==> src/rtl/idfwd_pkg.sv <==
// Shared types and helpers for the ID-stage forwarding scoreboard.
// Pipe entries carry a fixed-width rd field; designs use the low REG_AW bits.
package idfwd_pkg;

    localparam int SEL_REGFILE = 0;
    localparam int RD_MAX_W    = 8;

    typedef struct packed {
        logic                vld;
        logic                wr;
        logic                ld;
        logic [RD_MAX_W-1:0] rd;
    } entry_t;

    function automatic int sel_w(input int depth);
        return $clog2(depth + 1);
    endfunction

endpackage

==> src/rtl/idfwd_match.sv <==
// Per-operand youngest-first priority encoder over the in-flight destination pipe.
// Honours IDFWD_ZERO_REG_EN: when defined, a source of register 0 never matches.
module idfwd_match
    import idfwd_pkg::*;
#(
    parameter int REG_AW = 2,
    parameter int DEPTH  = 3,
    parameter int SEL_W  = 2
) (
    input  entry_t [DEPTH:1]  entries,
    input  logic [REG_AW-1:0] rs,
    output logic [SEL_W-1:0]  sel,
    output logic              is_load_hit
);

    logic [RD_MAX_W-1:0] rs_ext_s;
    logic                rs_live_s;

    // Zero-extend the source register to the entry rd width.
    always_comb begin
        rs_ext_s             = '0;
        rs_ext_s[REG_AW-1:0] = rs;
    end

`ifdef IDFWD_ZERO_REG_EN
    assign rs_live_s = (rs != '0);
`else
    assign rs_live_s = 1'b1;
`endif

    // Oldest-to-youngest scan so the youngest matching stage overrides the rest.
    always_comb begin
        logic hit_s;
        sel         = SEL_W'(SEL_REGFILE);
        is_load_hit = 1'b0;
        hit_s       = 1'b0;
        for (int k = DEPTH; k >= 1; k--) begin
            hit_s       = rs_live_s & entries[k].vld & entries[k].wr
                        & (entries[k].rd == rs_ext_s);
            sel         = hit_s ? SEL_W'(k) : sel;
            is_load_hit = hit_s ? entries[k].ld : is_load_hit;
        end
    end

endmodule

==> src/rtl/id_forward_scoreboard.sv <==
// ID-stage forwarding select and load-use stall generation with a saturating stall counter.
// Optional macro IDFWD_ZERO_REG_EN makes register 0 a hardwired zero.
module id_forward_scoreboard
    import idfwd_pkg::*;
#(
    parameter int REG_AW     = 2,
    parameter int NUM_SRC    = 2,
    parameter int DEPTH      = 3,
    parameter int LOAD_STAGE = 2,
    parameter int CNT_W      = 16,
    localparam int SEL_W     = sel_w(DEPTH)
) (
    input  logic                      clk,
    input  logic                      reset,
    input  logic                      id_valid,
    input  logic                      id_regwrite,
    input  logic                      id_is_load,
    input  logic [REG_AW-1:0]         id_rd,
    input  logic [NUM_SRC*REG_AW-1:0] id_rs,
    input  logic                      flush,
    output logic [NUM_SRC*SEL_W-1:0]  fwd_sel,
    output logic                      stall,
    output logic [CNT_W-1:0]          stall_cnt
);

    localparam logic [SEL_W-1:0] LOAD_SEL = SEL_W'(LOAD_STAGE);

    entry_t [DEPTH:1]              pipe_r;
    entry_t                        new_entry_s;
    logic [NUM_SRC-1:0][SEL_W-1:0] sel_s;
    logic [NUM_SRC-1:0]            load_hit_s;
    logic [NUM_SRC-1:0]            hz_s;
    logic                          stall_s;
    logic                          id_wr_s;
    logic [CNT_W-1:0]              stall_cnt_r;

    generate
        for (genvar s = 0; s < NUM_SRC; s++) begin : g_src
            idfwd_match #(
                .REG_AW (REG_AW),
                .DEPTH  (DEPTH),
                .SEL_W  (SEL_W)
            ) u_match (
                .entries     (pipe_r),
                .rs          (id_rs[s*REG_AW +: REG_AW]),
                .sel         (sel_s[s]),
                .is_load_hit (load_hit_s[s])
            );

            // A load hit is only a hazard while it sits before the forwardable stage.
            assign hz_s[s] = id_valid & load_hit_s[s] & (sel_s[s] < LOAD_SEL);
            assign fwd_sel[s*SEL_W +: SEL_W] = sel_s[s];
        end
    endgenerate

    assign stall_s = (|hz_s) & ~flush;

`ifdef IDFWD_ZERO_REG_EN
    assign id_wr_s = id_regwrite & (id_rd != '0);
`else
    assign id_wr_s = id_regwrite;
`endif

    // Entry-1 candidate: stalled or flushed issues enter as bubbles.
    always_comb begin
        new_entry_s                = '0;
        new_entry_s.vld            = id_valid & ~stall_s & ~flush;
        new_entry_s.wr             = id_wr_s;
        new_entry_s.ld             = id_is_load;
        new_entry_s.rd[REG_AW-1:0] = id_rd;
    end

    // Shift pipe: older entries always advance, even during a stall.
    always_ff @(posedge clk) begin
        if (reset) begin
            pipe_r <= '0;
        end else begin
            pipe_r[1] <= new_entry_s;
            for (int k = 2; k <= DEPTH; k++) begin
                pipe_r[k] <= pipe_r[k-1];
            end
        end
    end

    // Saturating count of stalled cycles.
    always_ff @(posedge clk) begin
        if (reset) begin
            stall_cnt_r <= '0;
        end else if (stall_s && (stall_cnt_r != {CNT_W{1'b1}})) begin
            stall_cnt_r <= stall_cnt_r + {{(CNT_W-1){1'b0}}, 1'b1};
        end else begin
            stall_cnt_r <= stall_cnt_r;
        end
    end

    assign stall     = stall_s;
    assign stall_cnt = stall_cnt_r;

endmodule

==> config.mk <==
export PLATFORM = sky130hd
export DESIGN_NAME = id_forward_scoreboard
export DESIGN_NICKNAME = d
export VERILOG_FILES = /design/src/rtl/idfwd_pkg.sv /design/src/rtl/idfwd_match.sv /design/src/rtl/id_forward_scoreboard.sv
export SDC_FILE = /design/constraint.sdc
export NUM_CORES = 1
export LEC_CHECK = 0
export CORE_MARGIN = 1
export CORE_UTILIZATION = 60
export DETAILED_ROUTE_END_ITERATION = 8
export DONT_BUFFER_PORTS = 1
export GPL_TIMING_DRIVEN = 0
export PLACE_DENSITY = 0.85
export SLEW_MARGIN = 20
export SYNTH_ARGS = -nofsm -noshare
export SYNTH_HDL_FRONTEND = slang
export SYNTH_SLANG_ARGS = --single-unit
export TNS_END_PERCENT = 100
==> constraint.sdc <==
create_clock -name clk -period 2.5 [get_ports clk]
set_clock_uncertainty 0.15 [all_clocks]
set_input_delay 0.25 -clock clk [delete_from_list [all_inputs] [get_ports clk]]
set_output_delay 0.25 -clock clk [all_outputs]
set_load 0.005 [all_outputs]
# After elaboration in Yosys (flattened, before gate mapping)
# Cells that the tools add are included.
# W data, S select, Z words.
# word_totals
reg_bits	49
inputBits	12
# op_classes
addsub	1
order_cmp	2
n_eq_ne	7
mux	12
bitwise_logic	18
n_reduce_logical	2
# op_table
operator	n
$eq A8 B2 Y1	6
$add A16 B1 Y16 const B	1
$and A1 B1 Y1	16
$ne A16 B16 Y1 const B	1
$mux W2	6
$mux W1	6
$lt A2 B2 Y1 const B	2
$not A1 Y1	2
$reduce_or A2 Y1	1
$logic_and A1 B1 Y1	1

# Depth between registers and ports, before layout
# Gate-level depths: netlist of run 1.
# logic_depth
depth_word	12
depth_mapped	6

# By module
# From an unflattened synthesis of run 1, not the netlist that was laid out.
# unflattened
cells_unflattened	198
hier_area_um2	1791.7
# modules_own_cells
mod	n_inst	cells_per_inst	area_each_um2	seq_area_each_um2
id_forward_scoreboard	1	144	1381.3	620.6
idfwd_match	2	27	205.2	0.0

# Worst setup path before layout of run 1
# OpenSTA, ideal clock, no wires.
# synth_path
kind	register to register
from	register pipe_r[0] (netlist bit)
to	register stall_cnt_r[5], in the netlist stall_cnt[5]
t_arrival_ns	1.537
required_ns	2.280
slack_ns	0.743
path_stages_with_launch	6
path_buffers	0
synth_period_minus_slack_ns	1.757
path_cell_list	dfxtp_1 -> xor2_1 -> nor4_1 -> o22ai_2 -> or4_1 -> a21oi_1
# synth_between
elab_chain_len	8
word_cells_on_any_way	17
classes_between	order compare: 2; eq/ne: 2; mux: 4; bitwise: 7; reduce/logical: 2
# synth_rtl
item	line	source
start, declared	id_forward_scoreboard.sv:28	entry_t [DEPTH:1] pipe_r;
start signal, assigned by index	id_forward_scoreboard.sv:80	pipe_r[k] <= pipe_r[k-1];
$eq A8 B2 Y1	idfwd_match.sv:39	& (entries[k].rd == rs_ext_s);
$and A1 B1 Y1	idfwd_match.sv:39	
$mux W2 / $mux W1 (equally long branches)	idfwd_match.sv:40, idfwd_match.sv:41	
$lt A2 B2 Y1 / $and A1 B1 Y1 (equally long branches)	id_forward_scoreboard.sv:51	assign hz_s[s] = id_valid & load_hit_s[s] & (sel_s[s] < LOAD_SEL);
$and A1 B1 Y1	id_forward_scoreboard.sv:51	
$reduce_or A2 Y1 (*)	id_forward_scoreboard.sv:56	assign stall_s = (|hz_s) & ~flush;
$and A1 B1 Y1 (*)	id_forward_scoreboard.sv:56	
$logic_and A1 B1 Y1 (*)	id_forward_scoreboard.sv:89	end else if (stall_s && (stall_cnt_r != {CNT_W{1'b1}})) begin
end signal, assigned	id_forward_scoreboard.sv:90	stall_cnt_r <= stall_cnt_r + {{(CNT_W-1){1'b0}}, 1'b1};
end signal, assigned	id_forward_scoreboard.sv:92	stall_cnt_r <= stall_cnt_r;
end, declared	id_forward_scoreboard.sv:35	logic [CNT_W-1:0] stall_cnt_r;
# Every way passes the cells marked *; elsewhere a longest branch is shown, timed or not.
# A chain may end at the register's enable or synchronous reset.

# Worst setup path after layout of run 1
# layout_path
from	register stall_cnt_r[2], in the netlist stall_cnt[2]
to	register stall_cnt_r[13], in the netlist stall_cnt[13]
# layout_between
elab_chain_len	2
word_cells_on_any_way	3
classes_between	add/sub: 1; eq/ne: 1; reduce/logical: 1
# layout_rtl
item
parallel branches: the longest is 2 deep, another holds $add A16 B1 Y16
# Parallel ways; which one is timed is not known.

==> results of run 1 <==
[through the flow]
step	hold WS [ns]	area, um2
3_3_place_gp	0.173	1420
5_1_grt	0.0217	1570
2_1_floorplan	0.172	1390
4_1_cts	0.0212	1570
6_report	0.0338	1570
3_5_place_dp	0.175	1420
[power groups by stage]
stage	combinational, mW	clock [mW]	sequential, mW
floorplan	0.0318	0	0.485
global placement	0.0361	0	0.486
detailed placement	0.0391	0	0.487
CTS	0.0469	0.398	0.476
global route	0.0518	0.415	0.478
finish	0.0477	0.393	0.476
[routing by layer]
metal,track usage,wire [um],vias to the layer above
met5,0,0,-
met4,0.167,75,0
met3,0.123,222,9
met2,0.480,1510,50
met1,0.306,1320,586
li1,-,-,611
[cell usage in the layout (no fill, tap or decap), drive strengths merged, types with 2 or more instances in the layout]
cell type     n
nor2          7
nand3         4
nand2         8
o31ai         4
nand4         8
nor4          4
o2111ai       2
dlygate4sd3   6
or3          11
a21oi        15
and4          3
clkbuf        7
inv           5
nor3          6
o21ai        10
dfxtp        29
or4           5
xor2         11
nor2b        12
xnor2         4
[cell families after synthesis]
group,synth area share
simple gates,0.301
compound gates,0.143
flops,0.419
xor+xnor,0.0948
buf+inv,0.0271
mux,0.00722
fa+ha+maj,0.00902
[repair_timing]
action                    CTS  global route
gates resized for setup     0             0
hold buffers                6             0
hold endpoints to repair   14             0
[worst max-delay path: stages (launching register included)]
cell                        delay, ns
sky130_fd_sc_hd__dfxtp_1         0.49
sky130_fd_sc_hd__nand4_1         0.20
sky130_fd_sc_hd__nor4_1          0.32
sky130_fd_sc_hd__o2111ai_1       0.29
sky130_fd_sc_hd__or3_1           0.38
sky130_fd_sc_hd__a21oi_1         0.14
[area by class of cell]
| type | count | share of cell area |
|---|---|---|
| multi-input combinational | 120 | 0.491 |
| sequential | 29 | 0.371 |
| timing repair buffer | 6 | 0.0384 |
| clock inverter | 3 | 0.0296 |
| clock buffer | 5 | 0.0240 |
| tap | 28 | 0.0224 |
| buffer | 3 | 0.0120 |
| inverter | 5 | 0.0120 |
[registers in the layout, summed over array words and instances, names as in the netlist]
signal,count
stall_cnt,16
pipe_r,13
[worst max path at each step]
stage            startpoint             to  slack [ns]  depth (start not counted)
6_report       stall_cnt[2]  stall_cnt[13]        0.47                          5
5_1_grt        stall_cnt[2]  stall_cnt[15]        0.28                          5
4_1_cts           pipe_r[1]          stall        0.50                          4
3_5_place_dp   stall_cnt[2]  stall_cnt[13]        0.54                          5
3_3_place_gp   stall_cnt[0]  stall_cnt[12]        0.57                          6
2_1_floorplan     pipe_r[0]   stall_cnt[5]        0.74                          5
[cells in the mapped netlist (all sizes together) (5+ instances only)]
master / count / area (um2)
o21ai: 10 / 53.8
or3: 11 / 70.1
nor2b: 12 / 75.1
dfxtp: 29 / 581
nor3: 6 / 40.0
nor2: 7 / 26.3
a21oi: 15 / 75.1
or4: 5 / 37.5
xor2: 11 / 96.3
nand2: 8 / 30.0
nand4: 8 / 50.1
inv: 5 / 18.8
==> impl_metrics.ini, run 1 <==
[power]
design_power_total_uw = 917
comb_power_share = 0.052
relative_contribution_of_the_clock_network_to_total_power = 0.428
p_leak_nw = 0.504
net_switching_fraction_of_the_power = 0.232
switchingPower_uw = 212
p_int_uw = 704
seq_pwr_share = 0.520
power.ir.vdd_worst_mv = 0.440
power.density_nw_per_um2 = 586

[layout]
layoutNonFillerInstCount = 199
layout.filler_cells = 171
multi_input_area_um2 = 768
area.sequential_um2 = 581
nets = 183
drive_gt1_frac = 0.0877
num_antenna_cells = 0
final_core_util = 0.714
area.growth.synth_to_final_pct = 12.9

[synthesis]
yosysSeqAreaShare = 0.419
syn-mean-instance-area_um2 = 8.83
synthesis.nets = 170
syn_area_um2 = 1390
yosysUniqueCellTypes = 29
ys_async_sr_fraction = 0
syn_inst = 157
top_ff_cell_synth = sky130_fd_sc_hd__dfxtp_1
synth-edff-count = 0
ys_seq_elements = 29
yosysWarningCount = 0

[min_path]
hold_path.class = input port to flip-flop
worstHoldStart = id_valid
worst_hold_path.endpoint = pipe_r[10]
timing.hold.worst_path_depth = 2

[clock_network]
clkLatencyLatePin_ns = 0.34
clkTransAtPathRegs_ns = 0.10
htree_levels = 2
cts_tree = yes
cts_setup_buffers = 0
clock_root_buffer = sky130_fd_sc_hd__clkbuf_4
clockBufferDepth = 2
clkSinkCount = 29
numCtsBuffers = 5

[placed_design]
finalWeightedCongestion = 0.779
post_dp_hpwl_um = 2270
post-place-cells = 185
place_worst_setup_slack_ns = 0.539
portBuffers = 0

[setup_path]
worstSetupStartpointType = flip-flop
worst-endpoint-arrival_ns = 2.15
setup.worst_path.class = flip-flop to flip-flop
worst-endpoint-required_ns = 2.62
rr_worst_depth = 5
critPathMaxFanout = 8
r2r_start = stall_cnt[2]
timing.critical_path.to_type = flip-flop
capture_instance_of_the_worst_register_to_register_path = stall_cnt[13]
regToRegSetupSlack_ns = 0.47

[floorplanning]
fp-row-count = 17
design.core.area_um2 = 2190
initial_core_util = 0.633
boundaryPins = 33
chipWidth_um = 50.1
floorplan.die_area_um2 = 2510
die_height_um = 50.1

[grt]
first_global_vias = 1261
global_route.overflow_total = 0
grt_util_all_layers = 0.291
wire_length_of_the_first_global_routing_pass_um = 5340
antenna_found_initial = 0
grt_max_degree = 12

[route]
drt-pass1-iter-count = 4
routed_via_density = 6.31
route.detailed.wl_per_inst_um = 15.7
drc_errors = 0
postRouteWirelength_um = 3130
antenna_violating_nets_post_route = 0
via_count = 1256
detailed_route_iter0_violations = 42

[sta]
drv_slew = 0
fmaxAchievable_mhz = 492
finalWorstPathRequiredPeriod_ns = 2.03
finalSetupViolations = 0
final.setup.worst_slack_ns = 0.467
setup-tns-final_ns = 0
final-hold-violation-count = 0
finalCritPeriodShare = 0.813
worst_pin_slew_ns = 0.457
slew_headroom = 0.695
rsz0062_at_grt = false

[run]
max_cap_viol_count = 0

[status]
outcome = finished clean
Note: power is estimated with default switching activity, not from simulation.
==> inputs of run 2 (changes only) <==
Clock period 2.5 ns to 2 ns, I/O delays scaled along.
==> run 2 against run 1 <==
  * The run now ends with negative setup slack left
  * Non-clock buffer count up 5
  * Sequential power rose by 26%
  * Via count grew 5.8%
  * Global-route usage rose by 0.41 points
  * Maximum frequency is 1.4% lower
  * Final area up 9.3%
  * Utilization rose by 6.6 points
  * Clock power is 25% higher
  * Combinational power is 61% higher
  * Final cell count rose by 2.5%
  * Sequential share of layout area down 2.6 points
  * Critical path depth up 1
  * Critical endpoint is now stall_cnt[12]
  * Highest routed layer unchanged
==> impl_metrics.ini, run 2 (synthesized netlist as in run 1, its figures left out) <==
[setup_path]
worst-endpoint-required_ns = 2.12
regToRegSetupSlack_ns = -0.06
rr_worst_depth = 6
setup.worst_path.class = flip-flop to flip-flop
capture_instance_of_the_worst_register_to_register_path = stall_cnt[12]
critPathMaxFanout = 5
r2r_start = stall_cnt[0]
worstSetupStartpointType = flip-flop
worst-endpoint-arrival_ns = 2.18
timing.critical_path.to_type = flip-flop

[route]
drc_errors = 0
postRouteWirelength_um = 3870
antenna_violating_nets_post_route = 0
routed_via_density = 6.51
drt-pass1-iter-count = 4
route.detailed.wl_per_inst_um = 19.0
detailed_route_iter0_violations = 65
via_count = 1329

[grt]
grt_util_all_layers = 0.295
grt_max_degree = 12
wire_length_of_the_first_global_routing_pass_um = 5360
first_global_vias = 1285
global_route.overflow_total = 0
antenna_found_initial = 0

[sta]
fmaxAchievable_mhz = 485
worst_pin_slew_ns = 0.448
setup-tns-final_ns = -0.0627
rsz0062_at_grt = true
finalWorstPathRequiredPeriod_ns = 2.06
drv_slew = 0
final-hold-violation-count = 0
slew_headroom = 0.701
finalCritPeriodShare = 1.03
finalSetupViolations = 1
final.setup.worst_slack_ns = -0.0627

[min_path]
hold_path.class = input port to flip-flop
worstHoldStart = reset
worst_hold_path.endpoint = pipe_r[8]
timing.hold.worst_path_depth = 2

[clock_network]
cts_tree = yes
clockBufferDepth = 2
clock_root_buffer = sky130_fd_sc_hd__clkbuf_4
clkLatencyLatePin_ns = 0.34
clkSinkCount = 29
numCtsBuffers = 5
htree_levels = 2
clkTransAtPathRegs_ns = 0.10

[floorplanning]
fp-row-count = 17
initial_core_util = 0.633
floorplan.die_area_um2 = 2510
die_height_um = 50.1
boundaryPins = 33
design.core.area_um2 = 2190
chipWidth_um = 50.1

[power]
p_int_uw = 886
power.density_nw_per_um2 = 682
power.ir.vdd_worst_mv = 0.608
net_switching_fraction_of_the_power = 0.241
switchingPower_uw = 281
p_leak_nw = 0.549
relative_contribution_of_the_clock_network_to_total_power = 0.421
seq_pwr_share = 0.513
comb_power_share = 0.066

[placed_design]
place_worst_setup_slack_ns = 0.0389
portBuffers = 0
post_dp_hpwl_um = 2270
finalWeightedCongestion = 0.779

[layout]
most_used_cells_in_the_layout_excluding_fill_and_tap_cells = sky130_fd_sc_hd__dfxtp_1, sky130_fd_sc_hd__a21oi_1, sky130_fd_sc_hd__nor2b_1
final_core_util = 0.781
num_antenna_cells = 0
number_of_flip_flops_in_the_largest_register = 16
drive_gt1_frac = 0.216
area.growth.synth_to_final_pct = 23.4
layout_commonest_cell = sky130_fd_sc_hd__dfxtp_1
nets = 188

[status]
failing_checks = negative setup slack
outcome = finished, violations left

[run]
max_cap_viol_count = 0
-- run 2: changes by cell type in the layout (fill, tap and decap cells not counted), sizes merged --
cell	before	now
dlygate4sd3	6	7
buf	1	5
-- run 2: through the flow --
step,std cells,cell area (um2),hold WS (ns),power [mW]
2_1_floorplan,157,1390,0.122,0.646
3_3_place_gp,185,1420,0.123,0.653
3_5_place_dp,185,1420,0.125,0.657
4_1_cts,200,1580,0.0724,1.15
5_1_grt,204,1710,0.0960,1.20
6_report,204,1710,0.0866,1.17
-- run 2: worst max-delay path, stage by stage, from the launching register on --
cell	delay (ns)
sky130_fd_sc_hd__dfxtp_2	0.40
sky130_fd_sc_hd__ha_2	0.24
sky130_fd_sc_hd__inv_1	0.09
sky130_fd_sc_hd__nor4_1	0.39
sky130_fd_sc_hd__nand2_1	0.12
sky130_fd_sc_hd__or4_1	0.43
sky130_fd_sc_hd__a21oi_1	0.18
-- run 2: final cells by class --
type                       instances  area, um2
clock buffer                       5       37.5
tap                               28       35.0
timing repair buffer              11        100
buffer                             3       18.8
clock inverter                     3       46.3
sequential                        29        589
fill                             143        480
multi-input combinational        120        865
inverter                           5       18.8
-- run 2: repair_timing --
action	4_1_cts	5_1_grt
hold buffers	7	0
hold endpoints to repair	14	0
resized for setup	0	23
buffers inserted	0	4
endpoints found under the setup margin	0	15
-- run 2: worst max path at each step --
stage | startpoint | end | depth (start not counted)
after floorplan | pipe_r[0] | stall_cnt[5] | 5
after global placement | stall_cnt[0] | stall_cnt[12] | 6
after detailed placement | stall_cnt[2] | stall_cnt[13] | 5
after CTS | stall_cnt[0] | stall_cnt[12] | 6
after global routing | pipe_r[1] | stall_cnt[14] | 5
final | stall_cnt[0] | stall_cnt[12] | 6
-- run 2: power by group through the flow --
stage	Combinational [mW]	Sequential, mW	Clock, mW
floorplan	0.0398	0.606	0
global placement	0.0451	0.608	0
detailed placement	0.0488	0.608	0
CTS	0.0600	0.595	0.497
global route	0.0818	0.600	0.520
finish	0.0768	0.598	0.492
-- run 2: metal layers --
layer | track usage | wire length (um) | vias to the layer above
met1 | 0.304 | 1500 | 629
met5 | 0 | 0 | -
met2 | 0.480 | 1900 | 71
li1 | - | - | 614
met4 | 0.195 | 172 | 0
met3 | 0.127 | 292 | 15
==> inputs of run 3 (changes only) <==
Settings changed: PLACE_DENSITY 0.85 to 0.74.
==> run 3 against run 2 <==
  * The flow still finishes with violations (negative setup slack)
  * Setup slack worse by 0.0063 ns
  * Utilization grew 2.2 points
  * Total power rose by 2.7%
  * Combinational power rose by 2%
  * Final area is 2.9% higher
  * First-iteration DRC count is 7.7% higher
  * Worst hold slack got worse by 0.00066 ns
  * Critical path type is now flip-flop to output pin
  * Largest cell class unchanged
==> impl_metrics.ini, run 3 (synthesized netlist as in run 1, its figures left out) <==
[layout]
most_used_cells_in_the_layout_excluding_fill_and_tap_cells = sky130_fd_sc_hd__dfxtp_1, sky130_fd_sc_hd__a21oi_1, sky130_fd_sc_hd__nor2b_1
layout.filler_cells = 132
drive_gt1_frac = 0.243
num_antenna_cells = 0
area.growth.synth_to_final_pct = 26.9
layout_commonest_cell = sky130_fd_sc_hd__dfxtp_1
nets = 189
finish.instance_area_um2 = 1760
number_of_flip_flops_in_the_largest_register = 16

[route]
drt-pass1-iter-count = 5
route.detailed.wl_per_inst_um = 18.5
routed_via_density = 6.41
via_count = 1314
detailed_route_iter0_violations = 70
antenna_violating_nets_post_route = 0
postRouteWirelength_um = 3780
drc_errors = 0

[floorplanning]
design.core.area_um2 = 2190
initial_core_util = 0.633
chipWidth_um = 50.1
floorplan.die_area_um2 = 2510
fp-row-count = 17
boundaryPins = 33
die_height_um = 50.1

[grt]
antenna_found_initial = 0
grt_util_all_layers = 0.273
first_global_vias = 1162
grt_max_degree = 11
global_route.overflow_total = 0
wire_length_of_the_first_global_routing_pass_um = 5020

[sta]
fmaxAchievable_mhz = 483
rsz0062_at_grt = true
worst_pin_slew_ns = 0.498
final.setup.worst_slack_ns = -0.0690
setup-tns-final_ns = -0.0915
drv_slew = 0
final-hold-violation-count = 0
holdWs_ns = 0.0859
finalSetupViolations = 3
finalCritPeriodShare = 1.03
slew_headroom = 0.668
finalWorstPathRequiredPeriod_ns = 2.07

[clock_network]
cts_tree = yes
clkLatencyLatePin_ns = 0.34
numCtsBuffers = 5
htree_levels = 2
clkSinkCount = 29
clock_root_buffer = sky130_fd_sc_hd__clkbuf_4
clockBufferDepth = 2
clkTransAtPathRegs_ns = 0.10

[setup_path]
worstSetupStartpointType = flip-flop
setup.worst_path.class = flip-flop to output pin
worst-endpoint-arrival_ns = 1.72
timing.critical_path.to_type = output pin
critPathMaxFanout = 4
worst-endpoint-required_ns = 1.65

[power]
relative_contribution_of_the_clock_network_to_total_power = 0.436
design_power_total_mw = 1.20
switchingPower_uw = 280
p_int_uw = 919
comb_power_share = 0.065
power.density_nw_per_um2 = 681
p_leak_nw = 0.561
seq_pwr_share = 0.499
power.ir.vdd_worst_mv = 0.681
net_switching_fraction_of_the_power = 0.233

[status]
failing_checks = negative setup slack
outcome = finished, violations left

[placed_design]
post_dp_hpwl_um = 2090
placed_cell_area_um2 = 1420
finalWeightedCongestion = 0.784
portBuffers = 0

[run]
max_cap_viol_count = 0

[min_path]
hold_path.class = input port to flip-flop
run 3: path summary, 6_finish.rpt:
kind	slack, ns	from	to	cells past startpoint
worst min register to register	0.32	pipe_r[20]	pipe_r[31]	1
worst min-delay path	0.09	reset	stall_cnt[0]	2
worst max-delay path	-0.07	pipe_r[0]	fwd_sel[3]	5
worst max register to register	-0.01	pipe_r[0]	stall_cnt[14]	5
run 3: critical path, stage by stage (launching register included):
cell and delay (ns):
sky130_fd_sc_hd__dfxtp_2 0.41, sky130_fd_sc_hd__xor2_2 0.34, sky130_fd_sc_hd__nor3_4 0.13, sky130_fd_sc_hd__buf_4 0.16
sky130_fd_sc_hd__buf_4 0.12, sky130_fd_sc_hd__a21oi_1 0.22
run 3: stage by stage:
stage	instances	setup WS, ns	utilization
after floorplan	157	0.243	-
after global placement	185	0.0378	0.649
after detailed placement	185	0.0122	0.649
after CTS	200	0.0214	0.725
after global routing	205	-0.103	0.803
final	205	-0.0690	0.803
run 3: layout make-up:
class	instances	area, um2	share of cell area
multi-input cells	121	907	0.516
flip-flops and latches	29	591	0.336
repair buffers	11	100	0.0569
clock buffers	6	51.3	0.0292
clock inverters	2	37.5	0.0213
well taps	28	35.0	0.0199
plain buffers	3	18.8	0.0107
inverters	5	18.8	0.0107
run 3: what timing repair did:
item	CTS	global route
buffers inserted	0	4
hold buffers	7	0
gates cloned	0	1
endpoints found under the hold margin	14	0
setup endpoints to repair	1	15
pin swaps	0	4
resized for setup	3	26
run 3: metal layers:
layer,track usage,share of wire,vias up
met4,0.143,0.029,0
met5,0,0,-
met3,0.0802,0.050,13
met1,0.330,0.42,644
li1,-,-,612
met2,0.433,0.50,45
run 3: power groups by stage:
stage                     clock (mW)  combinational (mW)  sequential (mW)
final                          0.522              0.0784            0.597
after global routing           0.540              0.0830            0.599
after CTS                      0.518              0.0599            0.595
after detailed placement           0              0.0483            0.608
after global placement             0              0.0470            0.607
after floorplan                    0              0.0398            0.606
==> RTL edit 1, RTL diff (flow settings as in run 3) <==
Change the parameter `CNT_W` from 16 to 24.
--- a/src/rtl/id_forward_scoreboard.sv
+++ b/src/rtl/id_forward_scoreboard.sv
@@ -8,5 +8,5 @@
     parameter int DEPTH      = 3,
     parameter int LOAD_STAGE = 2,
-    parameter int CNT_W      = 16,
+    parameter int CNT_W      = 24,
     localparam int SEL_W     = sel_w(DEPTH)
 ) (
Interface: changed (resized stall_cnt); port bits go from 33 to 41. No check against the original RTL was run, so the function may have changed too.
==> RTL edit 1 against run 3 <==
The run still ends with setup timing left; worst setup slack worse by 13 ps; sequential cell count up 8; total power up 7.3%; worst hold slack worse by 32 ps; sequential share of layout area down 2.2 points; wire length up 45%; cell area up 41%; final cell count up 42%; synthesized area up 39%; synthesized cell count up 40%; via count up 45%.
==> RTL edit 1: results (changes against run 3) <==
RUN STATUS
----------------------------------------------------------------------------------
Status                                                                finished with violations   unchanged
Failing checks                                                        setup timing   unchanged

PLACEMENT
----------------------------------------------------------------------------------
Standard cell area after detailed placement                               1984 µm²   was 1421 µm²
Final estimated routing congestion in global placement                      0.9073   was 0.7836

GLOBAL ROUTING
----------------------------------------------------------------------------------
Largest net degree at the start of global routing                               12   was 11
Global routing met3 resource utilization                                    7.473%   was 8.025%
Global-route wire length before repair                                    7.562 mm   was 5.023 mm
Met1 track utilization from global routing                                  33.47%   was 32.95%

DETAILED ROUTING
----------------------------------------------------------------------------------
Wire length on met2                                                       2.845 mm   was 1.879 mm
Metal3 WL                                                                   328 µm   was 190 µm
Count of vias placed by the detailed router                                   1908   was 1314
Final WL                                                                  5.483 mm   was 3.783 mm
Violation count after the first detailed-routing iteration                     184   was 70

LAYOUT
----------------------------------------------------------------------------------
Area of combinational cells with multiple inputs                          1311 µm²   was 907.1 µm²
Number of nets at the end of the flow                                          259   was 189
Fraction of layout instances using a drive strength above 1                 30.36%   was 24.29%
Number of fill cells in the layout                                             208   was 132

TIMING
----------------------------------------------------------------------------------
Setup violation total in the final timing report                                 8   was 3
Final worst-path setup slack                                             -82.21 ps   was -68.95 ps
Post-Route Setup TNS                                                     -289.6 ps   was -91.50 ps

WORST SETUP PATH
----------------------------------------------------------------------------------
Family of cells with the greatest summed delay on the critical path   simple AND/OR/NAND/NOR gates   was flip-flops
Largest incremental delay on the critical path                              480 ps   was 410 ps
Critical path data arrival time                                            2210 ps   was 1720 ps
Max Fanout on Critical Path                                                      7   was 4

LOGIC SYNTHESIS
----------------------------------------------------------------------------------
Sequential element share of the synthesized area                            38.39%   was 41.88%
Multiplexer fraction of the synthesized cell area                           2.335%   was 0.7220%
Adder and majority cell fraction of the synthesized area                   0.6485%   was 0.9025%
Synthesized net count                                                          233   was 170

POWER AND IR DROP
----------------------------------------------------------------------------------
Clock-net power                                                             453 µW   was 522 µW
Reg power frac                                                               58.3%   was 49.9%
Leak Pwr                                                              0.0008853 µW   was 0.0005613 µW

CLOCK TREE
----------------------------------------------------------------------------------
Number of gates resized after CTS                                               36   was 3

-- RTL edit 1: changes by cell type after synthesis, moves of 4 or more --
cell	change
xor2_1	-7
xnor2_1	+4
a21oi_1	+4
nand3_1	+5
dfxtp_1	+8
mux2_2	+4
nor2b_1	+4
o31ai_1	+4
-- RTL edit 1: per-stage QoR --
step	instances	hold WS, ps
6_report	291	53.79
5_1_grt	291	56.45
4_1_cts	282	35.08
3_5_place_dp	264	133.8
3_3_place_gp	264	127.5
2_1_floorplan	220	125.7
-- RTL edit 1: final cells by class --
| type | count | area share (%) |
|---|---|---|
| buffer | 9 | 2.782 |
| tap | 44 | 2.226 |
| inverter | 7 | 1.163 |
| timing repair buffer | 19 | 6.626 |
| sequential | 37 | 31.36 |
| clock buffer | 7 | 2.630 |
| multi-input combinational | 167 | 53.01 |
| clock inverter | 1 | 0.2023 |
==> RTL edit 2, RTL diff (settings of run 3) <==
Made on the original files. Make the reset (`reset`) asynchronous in 2 clocked blocks.
--- a/src/rtl/id_forward_scoreboard.sv
+++ b/src/rtl/id_forward_scoreboard.sv
@@ -72,5 +72,5 @@
 
     // Shift pipe: older entries always advance, even during a stall.
-    always_ff @(posedge clk) begin
+    always_ff @(posedge clk or posedge reset) begin
         if (reset) begin
             pipe_r <= '0;
@@ -84,5 +84,5 @@
 
     // Saturating count of stalled cycles.
-    always_ff @(posedge clk) begin
+    always_ff @(posedge clk or posedge reset) begin
         if (reset) begin
             stall_cnt_r <= '0;
Behaviour: differs if reset is asserted again (counterexample within 4 cycles, from zero or initial values and one cycle with reset high); with reset held inactive, the same outputs for 10 cycles.
==> RTL edit 2 against run 3 <==
Cell area down 12%; worst setup slack better by 180 ps; first-iteration DRC count down 79%; synthesized area down 2.6%; sequential cell count unchanged; wire length down 34%; synthesized cell count down 27%; non-clock buffer count down 3; total power up 0.98%.
==> RTL edit 2: results (changes against run 3) <==
LAYOUT
--------------------------------------------------------------------------
Number of nets at the end of the flow                                  142   was 189
Sequential cell area in the final layout                         725.7 µm²   was 590.6 µm²
Number of clock buffer instances in the layout                           7   was 6
Number of fill cells in the layout                                     144   was 132
Layout buffer count excluding clock buffers                             11   was 14
Post-layout util                                                    75.86%   was 80.30%
Fraction of layout instances using a drive strength above 1         15.38%   was 24.29%
Area of combinational cells with multiple inputs                 601.8 µm²   was 907.1 µm²
Nonclk inv count                                                         1   was 5
Clock tree cell share of total cell area                            5.493%   was 5.050%
Non-filler instance count after layout                                 157   was 205

POWER AND IR DROP
--------------------------------------------------------------------------
Power attributed to combinational cells                            83.1 µW   was 78.4 µW
Highest ir drop seen on vdd                                      0.7159 mV   was 0.6808 mV
Post-layout power                                                  1210 µW   was 1198 µW
Switching Fraction                                                  21.32%   was 23.33%
Clock-net power                                                     486 µW   was 522 µW
Leak Pwr                                                      0.0006681 µW   was 0.0005613 µW

TIMING
--------------------------------------------------------------------------
Final worst hold slack                                            103.0 ps   was 85.93 ps
Worst rel slew slack                                                61.34%   was 66.82%
Final worst-path setup slack                                      109.4 ps   was -68.95 ps

LOGIC SYNTHESIS
--------------------------------------------------------------------------
Synth area leaders                                            dfrtp_1, xnor2_1, nand4_1   was dfxtp_1, xor2_1, a21oi_1
Xor/xnor share of the synthesized area                              16.87%   was 9.477%
Multiplexer fraction of the synthesized cell area                   1.946%   was 0.7220%
Async set-reset flop share out of synthesis                         100.0%   was 0%
Adder and majority cell fraction of the synthesized area           0.9268%   was 0.9025%
Synthesized net count                                                  127   was 170
Sequential element share of the synthesized area                    53.75%   was 41.88%
Fraction of the mapped netlist area in compound gates               4.171%   was 14.26%
Most frequent cells after synthesis                           dfrtp_1, xnor2_1, nand3_1   was dfxtp_1, a21oi_1, nor2b_1

GLOBAL ROUTING
--------------------------------------------------------------------------
Global-route wire length before repair                            4.243 mm   was 5.023 mm
Overall routing resource usage                                      23.98%   was 27.35%

WORST SETUP PATH
--------------------------------------------------------------------------
Critical path data arrival time                                    1540 ps   was 1720 ps
Largest incremental delay on the critical path                      430 ps   was 410 ps
R2R depth                                                                6   was 5
Beginning of the worst register-to-register path              stall_cnt[0]   was pipe_r[0]
Max Fanout on Critical Path                                             10   was 4
Slowest cell on the critical path                                  dfrtp_1   was dfxtp_2
Start point of the critical path                                 pipe_r[0]   unchanged
Capturing point of the worst reg2reg path                     stall_cnt[1]   was stall_cnt[14]

PLACEMENT
--------------------------------------------------------------------------
Final HPWL DP                                                     1.772 mm   was 2.094 mm

WORST HOLD PATH
--------------------------------------------------------------------------
Worst-case hold path end point                                stall_cnt[11]   was stall_cnt[0]

RUN STATUS
--------------------------------------------------------------------------
Status                                                           completed   was finished with violations

DETAILED ROUTING
--------------------------------------------------------------------------
Violation count after the first detailed-routing iteration              15   was 70

[RTL edit 2: changes by cell type after synthesis, sizes merged, moves of 9 or more]
cell	delta
or3	-9
dfxtp	-29
dfrtp	+29
xnor2	+18
nor2b	-12
a21oi	-12
[RTL edit 2: logic make-up (layout without fill, tap and decap cells)]
family                   after synthesis  after routing
AO/OA/AOI/OAI                          8              8
XOR/XNOR                              26             26
adder cells (fa/ha/maj)                1              1
buffers and inverters                  4             20
flip-flops                            29             29
multiplexers                           2              2
AND/OR/NAND/NOR                       44             44
[RTL edit 2: per-layer routing]
metal  track usage, %  share of wire (%)
met1            27.39                 44
met2            40.18                 50
met3            8.411                4.4
met4            10.95                1.5
met5                0                  0
[RTL edit 2: timing repair]
| action | CTS | global route |
|---|---|---|
| endpoints found under the hold margin | 34 | 0 |
| endpoints found under the setup margin | 0 | 2 |
| resized for setup | 0 | 1 |
| buffers inserted | 0 | 1 |
| hold buffers | 7 | 0 |
